## src/rtl/incadd_rr_arbiter.sv

```systemverilog
// Purpose: N_REQ requesters share one (a + b + 1) adder; round-robin grant, registered result tagged with winner ID.
// Latency: 1 cycle from accept (req_valid & req_ready) to res_valid.
// Backpressure: while res_valid && !res_ready, no grants are issued and all outputs hold.
//
// Ports:
//   clk, rst             single clock, synchronous active-high reset
//   req_valid/req_ready  per-requester handshake; req_ready is one-hot (the grant) or zero
//   req_a/req_b          packed operands, requester i at [i*WIDTH +: WIDTH]
//   res_valid/res_ready  result handshake
//   res_data/res_carry   low WIDTH bits and carry-out of a + b + 1
//   res_id               index of the requester that produced the result
module incadd_rr_arbiter #(
    parameter int N_REQ = 4,
    parameter int WIDTH = 8,
    localparam int IDW  = $clog2(N_REQ)
) (
    input  logic                   clk,
    input  logic                   rst,
    input  logic [N_REQ-1:0]       req_valid,
    output logic [N_REQ-1:0]       req_ready,
    input  logic [N_REQ*WIDTH-1:0] req_a,
    input  logic [N_REQ*WIDTH-1:0] req_b,
    output logic                   res_valid,
    input  logic                   res_ready,
    output logic [WIDTH-1:0]       res_data,
    output logic                   res_carry,
    output logic [IDW-1:0]         res_id
);

    logic [IDW-1:0]   rr_ptr;
    logic             accept_en;
    logic             grant_found;
    logic [IDW-1:0]   grant_idx;
    logic             accept;
    logic [WIDTH-1:0] op_a;
    logic [WIDTH-1:0] op_b;
    logic [WIDTH:0]   sum;
    logic [IDW-1:0]   ptr_next;

    // Slot can take a new result if it is empty or being drained this cycle.
    assign accept_en = !res_valid || res_ready;

    // Search from rr_ptr upward, wrapping; the first valid requester wins.
    always_comb begin
        grant_found = 1'b0;
        grant_idx   = '0;
        for (int k = 0; k < N_REQ; k++) begin
            if (!grant_found) begin
                if (req_valid[(int'(rr_ptr) + k) % N_REQ]) begin
                    grant_found = 1'b1;
                    grant_idx   = IDW'((int'(rr_ptr) + k) % N_REQ);
                end
            end
        end
    end

    // Ready is the grant itself; gated off during reset and while the slot is blocked.
    assign accept = grant_found && accept_en && !rst;

    always_comb begin
        req_ready = '0;
        for (int i = 0; i < N_REQ; i++) begin
            if (accept && (grant_idx == IDW'(i))) begin
                req_ready[i] = 1'b1;
            end
        end
    end

    assign op_a = req_a[grant_idx*WIDTH +: WIDTH];
    assign op_b = req_b[grant_idx*WIDTH +: WIDTH];
    assign sum  = {1'b0, op_a} + {1'b0, op_b} + {{WIDTH{1'b0}}, 1'b1};

    // Explicit wrap so non-power-of-two N_REQ stays in range.
    assign ptr_next = (grant_idx == IDW'(N_REQ - 1)) ? '0 : grant_idx + 1'b1;

    always_ff @(posedge clk) begin
        if (rst) begin
            res_valid <= 1'b0;
            res_data  <= '0;
            res_carry <= 1'b0;
            res_id    <= '0;
            rr_ptr    <= '0;
        end else if (accept) begin
            // Also covers drain-and-refill in the same cycle: slot stays full.
            res_valid <= 1'b1;
            res_data  <= sum[WIDTH-1:0];
            res_carry <= sum[WIDTH];
            res_id    <= grant_idx;
            rr_ptr    <= ptr_next;
        end else if (res_ready) begin
            // Drain only; payload keeps its last value.
            res_valid <= 1'b0;
        end
    end

endmodule

```

## config.mk

```make
export PLATFORM = sky130hd
export DESIGN_NAME = incadd_rr_arbiter
export DESIGN_NICKNAME = d
export VERILOG_FILES = /design/src/rtl/incadd_rr_arbiter.sv
export SDC_FILE = /design/constraint.sdc
export NUM_CORES = 1
export LEC_CHECK = 0
export CAP_MARGIN = 10
export CORE_MARGIN = 2
export CORE_UTILIZATION = 41
export CTS_CLUSTER_SIZE = 25
export DETAILED_ROUTE_END_ITERATION = 7
export MAX_ROUTING_LAYER = met4
export PLACE_DENSITY = 0.86
export SYNTH_ARGS = -nofsm -noshare
export SYNTH_HDL_FRONTEND = slang
export SYNTH_SLANG_ARGS = --single-unit
```

## constraint.sdc

```tcl
create_clock -name clk -period 4.3 [get_ports clk]
set_clock_uncertainty 0.1 [all_clocks]
set_input_delay 0.645 -clock clk [delete_from_list [all_inputs] [get_ports clk]]
set_output_delay 0.645 -clock clk [all_outputs]
set_load 0.02 [all_outputs]
```

==> impl_metrics.csv, run 1 <==
group,metric,value,unit
synth,syn_avg_cell_area,8.84,µm²
detailed_routing,drt-initial-drc-count,39,
pwr,comb_power_share,0.676,
worst_setup_path,path_cells,"clkdlybuf4s50_1 > nor4_1 > nor3_2 > and2_1 > clkdlybuf4s50_1",
sta,finalHoldViolCount,0,
worst_hold_path,worstHoldEndpoint,"res_data[2]",
clocking,cts_tree,"yes",
clocking,clk_latency,0.29,ns
detailed_routing,ant_nets,0,
die,dieArea,4140,µm²
die,ioPinCount,87,
worst_setup_path,r2r-start,"rr_ptr[1]",
worst_setup_path,cp_slowest_cell,"nor3_2",
pwr,power_frac_clock,0.112,
die,rows,21,
synth,synthCells,169,
worst_setup_path,slowest_delay,0.70,ns
final_layout,drive_gt1_frac,0.0632,
sta,fin_setup_tns,0,ns
worst_hold_path,min_path_type,"reg2reg",
final_layout,final_common_cell,"clkdlybuf4s50_1",
grt,grt_pass1_vias,1462,
sta,drv_slew,0,
worst_setup_path,crit_arrival,2.82,ns
die,die_height,64.4,µm
worst_setup_path,start_kind,"input pin",
final_layout,layout_common_cells,"clkdlybuf4s50_1 (86), mux2i_1 (47), dfxtp_1 (14), ha_1 (12), nor2_1 (10)",
final_layout,layout.nets,338,
sta,rsz0062_at_grt,"false",
die,die_w,64.4,µm
synth,synth-warning-count,0,
pwr,intPower,0.000526,W
worst_hold_path,hold_depth,2,
synth,syn_nets,253,
detailed_routing,firstDrtPassIters,4,
detailed_routing,vias,1511,
clocking,clk_path_buf_depth,2,
worst_setup_path,cpMostUsedCell,"clkdlybuf4s50_1",
synth,ys_ff_latch,14,
sta,timing.slew.headroom,0.426,
clocking,cts_resized,0,
die,coreArea,3420,µm²
sta,finalSetupViolations,0,
synth,synthDistinctLibCells,35,
pwr,switchingPower,0.000337,W
detailed_routing,wl_per_cell,12.8,µm
run_status,outcome,"complete, no violations",
clocking,cts_setup_buffers,0,
pwr,peakVddDrop,0.246,mV
placed_design,gp_congestion,0.795,
final_layout,antenna-diode-count,0,
clocking,clkTransAtPathRegs,0.09,ns
detailed_routing,drc,0,
pwr,swShare,0.391,
die,start_util,0.437,
clocking,cts.hold.buffers_added,0,
grt,grt_max_degree,36,
grt,antenna_found_initial,0,
worst_setup_path,required,3.56,ns
pwr,leakagePower,1.02,nW
detailed_routing,drt_wl_total,3.83,mm
clocking,htreeDepth,1,
placed_design,portBuffers,86,
clocking,cts_root_buf,"clkbuf_4",
final_layout,syn_to_final_growth,63.9,%
clocking,clkSinkCount,14,
worst_setup_path,reg2reg_depth,11,
synth,syn_area,1490,µm²
sta,tightest_slew,0.856,ns
sta,timing.final.crit_share,0.830,
worst_setup_path,criticalPathCategory,"in2out",
worst_setup_path,crit_path_end_kind,"output pin",
worst_setup_path,regToRegSetupSlack,1.12,ns
grt,overflow,0,
synth,synth_edf_count,0,
pwr,p_seq_frac,0.213,
grt,grt_usage,0.196,
detailed_routing,viasPerCell,5.05,
synth,async_flop_share,0,
worst_hold_path,worstHoldStart,"res_data[2]",
clocking,numCtsBuffers,3,
synth,yosysSeqAreaShare,0.188,
pwr,powerDensity,352,nW/µm²
synth,synthFlopType,"dfxtp_1",
grt,grt_pass1_wl,6.33,mm
pwr,p_total,0.000863,W
sta,max_freq,280,MHz
flow_run,cap_violations,0,
worst_setup_path,crit_fanout,16,
placed_design,dp_hpwl,3.12,mm
sta,finalCriticalPeriod,3.57,ns
worst_setup_path,regToRegEndpoint,"res_data[6]",
-- state kept, by name (all words and copies together) (netlist names) --
signal / flops
res_carry: 1
res_id: 2
res_valid: 1
rr_ptr: 2
res_data: 8
-- cell families after synthesis --
family | after synthesis | share of synthesized area
muxes | 51 | 0.345
and+or+nand+nor | 46 | 0.163
AOI/OAI and AO/OA | 30 | 0.132
buffers and inverters | 14 | 0.0519
DFF | 14 | 0.188
adders and majority gates | 13 | 0.114
xor gates and xnor gates | 1 | 0.00586
-- per-stage QoR --
stage          worst slack [ns]  area [µm²]  cells   util  hold slack [ns]
5_1_grt                   0.532        2450    299  0.717            0.373
6_report                  0.730        2450    299  0.717            0.354
3_5_place_dp              0.432        2410    295  0.706            0.344
2_1_floorplan              1.17        1490    169      -            0.385
3_3_place_gp              0.515        2410    295  0.706            0.341
4_1_cts                   0.729        2450    299  0.717            0.356
-- power groups by stage --
stage | logic [W] | clock network [W] | registers (W)
final | 0.000583 | 0.0000962 | 0.000183
after global routing | 0.000641 | 0.000108 | 0.000188
after CTS | 0.000587 | 0.000101 | 0.000184
after detailed placement | 0.000583 | 0 | 0.000186
after global placement | 0.000577 | 0 | 0.000186
after floorplan | 0.000353 | 0 | 0.000218
-- worst max path at each step --
stage          slack, ns    startpoint  cells after the start      endpoint
6_report            0.73  req_valid[2]                      5  req_ready[1]
5_1_grt             0.53  req_valid[1]                     12   res_data[5]
4_1_cts             0.73  req_valid[2]                      5  req_ready[1]
3_5_place_dp        0.43  req_valid[0]                     12   res_data[7]
3_3_place_gp        0.51  req_valid[0]                     12   res_data[7]
2_1_floorplan       1.17  req_valid[0]                     12   res_data[7]
-- worst max-delay path, delay by kind of cell --
kind | cells | cell delay, ns
buffers and inverters | 2 | 1.13
AND/OR/NAND/NOR | 3 | 1.04
-- cell usage after synthesis, types with 2 or more instances --
master    count  area share
a211oi_1      4       0.020
a21oi_1       7       0.023
a31o_2        2       0.012
and2_1        4       0.017
and3_1        4       0.017
buf_2         2      0.0067
buf_4         4       0.020
clkbuf_1      2      0.0050
dfxtp_1      14        0.19
ha_1         12        0.10
inv_1         5       0.013
mux2_2        4       0.030
mux2i_1      47        0.31
nand2_1       9       0.023
nand3_1       4       0.013
nor2_1       10       0.025
nor2b_1       4       0.017
nor3_2        2       0.013
o21a_1        3       0.015
o21ai_0       7       0.023
o31ai_1       2       0.010
or3_1         4       0.017
-- cell type report --
| class | instances | area [µm²] |
|---|---|---|
| sequential | 14 | 280 |
| tap | 46 | 57.6 |
| timing repair buffer | 89 | 896 |
| inverter | 5 | 18.8 |
| multi-input combinational | 141 | 1160 |
| clock buffer | 4 | 36.3 |
| fill | 282 | 967 |
-- metal layers --
| layer | routed length, µm | part of all wire | GRT usage |
|---|---|---|---|
| met5 | 0 | 0 | - |
| met4 | 21 | 0.0055 | 0.0346 |
| met3 | 252 | 0.066 | 0.0581 |
| met2 | 1760 | 0.46 | 0.319 |
| met1 | 1790 | 0.47 | 0.244 |
(Power assumes the default switching activity.)
==> run 2, diff against run 1 <==
- CORE_UTILIZATION: 41 -> 35
- PLACE_DENSITY: 0.86 -> 0.78
- clock period: 4.3 -> 3.2 ns (I/O delays scaled with it)
==> impl_metrics.csv, run 2 (synthesized netlist as in run 1, its figures left out) <==
group,metric,value,unit
clocking,clkTransAtPathRegs,0.06,ns
sta,tightest_slew,0.570,ns
clocking,htreeDepth,1,
worst_setup_path,regToRegEndpoint,"res_data[7]",
detailed_routing,drc,0,
final_layout,multi_input_area,1250,µm²
detailed_routing,firstDrtPassIters,4,
grt,antenna_found_initial,0,
final_layout,antenna-diode-count,0,
clocking,cts_tree,"yes",
worst_setup_path,reg2reg_depth,12,
worst_setup_path,start_kind,"register",
worst_setup_path,r2r-start,"rr_ptr[0]",
detailed_routing,vias,1675,
placed_design,placed_area,2640,µm²
final_layout,final_common_cell,"clkdlybuf4s50_1",
grt,grt_max_degree,14,
grt,grt_pass1_vias,1712,
detailed_routing,drt-initial-drc-count,33,
worst_setup_path,required,3.24,ns
worst_setup_path,crit_arrival,3.04,ns
worst_hold_path,hold_depth,2,
pwr,powerDensity,501,nW/µm²
die,rows,23,
grt,grt_pass1_wl,7.51,mm
sta,finalHoldViolCount,0,
worst_setup_path,crit_fanout,8,
detailed_routing,ant_nets,0,
final_layout,layout_common_cells,"clkdlybuf4s50_1 (81), mux2i_1 (43), buf_4 (25), dfxtp_1 (14), ha_1 (11)",
sta,finalCriticalPeriod,2.99,ns
sta,finalSetupViolations,0,
final_layout,top_regs,"res_data (8), res_id (2), rr_ptr (2)",
pwr,p_total,0.00142,W
placed_design,portBuffers,86,
detailed_routing,drt_wl_total,4.62,mm
clocking,clk_latency,0.25,ns
final_layout,final_area,2830,µm²
detailed_routing,viasPerCell,5.06,
die,die_height,69.3,µm
final_layout,ff_latch_area,280,µm²
die,dieArea,4810,µm²
clocking,cts_root_buf,"clkbuf_8",
placed_design,gp_congestion,0.747,
grt,grt_usage,0.192,
run_status,outcome,"complete, no violations",
worst_setup_path,crit_path_end_kind,"register",
sta,drv_slew,0,
final_layout,fill_cells,313,
worst_setup_path,regToRegSetupSlack,0.21,ns
pwr,peakVddDrop,0.397,mV
die,die_w,69.3,µm
placed_design,dp_hpwl,3.63,mm
detailed_routing,wl_per_cell,13.9,µm
final_layout,drive_gt1_frac,0.203,
pwr,leakagePower,1.22,nW
final_layout,top_register,"res_data",
die,coreArea,4060,µm²
sta,fin_setup_tns,0,ns
grt,overflow,0,
die,ioPinCount,87,
sta,max_freq,334,MHz
worst_hold_path,worstHoldStart,"res_id[0]",
die,start_util,0.368,
sta,timing.slew.headroom,0.618,
worst_setup_path,criticalPathCategory,"reg2reg",
clocking,clk_path_buf_depth,2,
final_layout,syn_to_final_growth,89.1,%
flow_run,cap_violations,0,
clocking,numCtsBuffers,3,
final_layout,largest_reg_flops,8,
worst_hold_path,worstHoldEndpoint,"res_id[0]",
sta,timing.final.crit_share,0.935,
worst_hold_path,min_path_type,"reg2reg",
sta,rsz0062_at_grt,"false",
final_layout,layout.nets,366,
clocking,clkSinkCount,14,
run 2: cell types whose count changed in the layout (fill, tap and decap cells not counted), moves of 2 or more:
| cell | delta |
|---|---|
| a21oi_1 | -2 |
| a21oi_2 | +2 |
| buf_12 | +4 |
| buf_4 | +23 |
| clkbuf_2 | +3 |
| clkbuf_4 | -3 |
| clkbuf_8 | +3 |
| clkdlybuf4s50_1 | -5 |
| mux2i_1 | -4 |
| mux2i_4 | +4 |
run 2: area by class of cell:
type,count,area share
flip-flops and latches,14,0.0992
well taps,50,0.0221
repair buffers,117,0.411
inverters,5,0.00664
multi-input cells,141,0.441
clock buffers,4,0.0195
run 2: per-stage QoR:
| stage | setup WS [ns] | hold slack (ns) | utilization | cells |
|---|---|---|---|---|
| 4_1_cts | 0.00883 | 0.363 | 0.684 | 331 |
| 3_5_place_dp | -0.456 | 0.355 | 0.649 | 323 |
| 6_report | 0.207 | 0.358 | 0.696 | 331 |
| 2_1_floorplan | 0.232 | 0.385 | - | 169 |
| 5_1_grt | 0.0353 | 0.401 | 0.696 | 331 |
| 3_3_place_gp | -0.403 | 0.344 | 0.649 | 323 |
run 2: repair_timing:
item	CTS	global route
resized for setup	11	17
buffers inserted	3	0
gates cloned	1	0
pin swaps	2	5
hold buffers	0	0
hold endpoints to repair	0	0
endpoints found under the setup margin	9	8
run 2: worst max path at each step:
stage | slack, ns | end | depth (start not counted) | from
CTS | 0.009 | req_ready[1] | 10 | req_valid[3]
global route | 0.04 | res_data[7] | 12 | rr_ptr[0]
detailed placement | -0.46 | res_data[7] | 12 | req_valid[0]
finish | 0.21 | res_data[7] | 12 | rr_ptr[0]
global placement | -0.40 | res_data[7] | 12 | req_valid[0]
floorplan | 0.23 | res_data[7] | 12 | req_valid[0]
run 2: layer usage:
metal  share of wire  track usage  routed length (µm)  vias to the layer above
met4          0.0080       0.0196                  37                        0
met2            0.52        0.351                2390                       56
met5               0            -                   0                        -
met1            0.42        0.221                1960                      770
met3           0.049       0.0436                 227                        4
li1                -            -                   -                      845
run 2: power by group:
group / total [W] / internal (W) / switching (W)
registers: 0.000246 / 0.000219 / 0.0000264
logic: 0.000995 / 0.000570 / 0.000425
clock network: 0.000175 / 0.000109 / 0.0000661
total: 0.00142 / 0.000899 / 0.000518
run 2: critical path, cell delays in order (launching register included):
cell       delay [ns]
dfxtp_1          0.33
inv_1            0.09
a21oi_2          0.18
a2bb2oi_4        0.21
buf_12           0.18
mux2i_4          0.24
mux2i_1          0.10
ha_1             0.26
nor2b_2          0.15
o31a_1           0.31
o211a_1          0.22
or3_1            0.31
a31o_1           0.22
==> run 3, diff against run 2 <==
- CAP_MARGIN: 10 -> 25
==> results of run 3 <==
No change in the layout: final DEF, timing and power equal those of run 2.
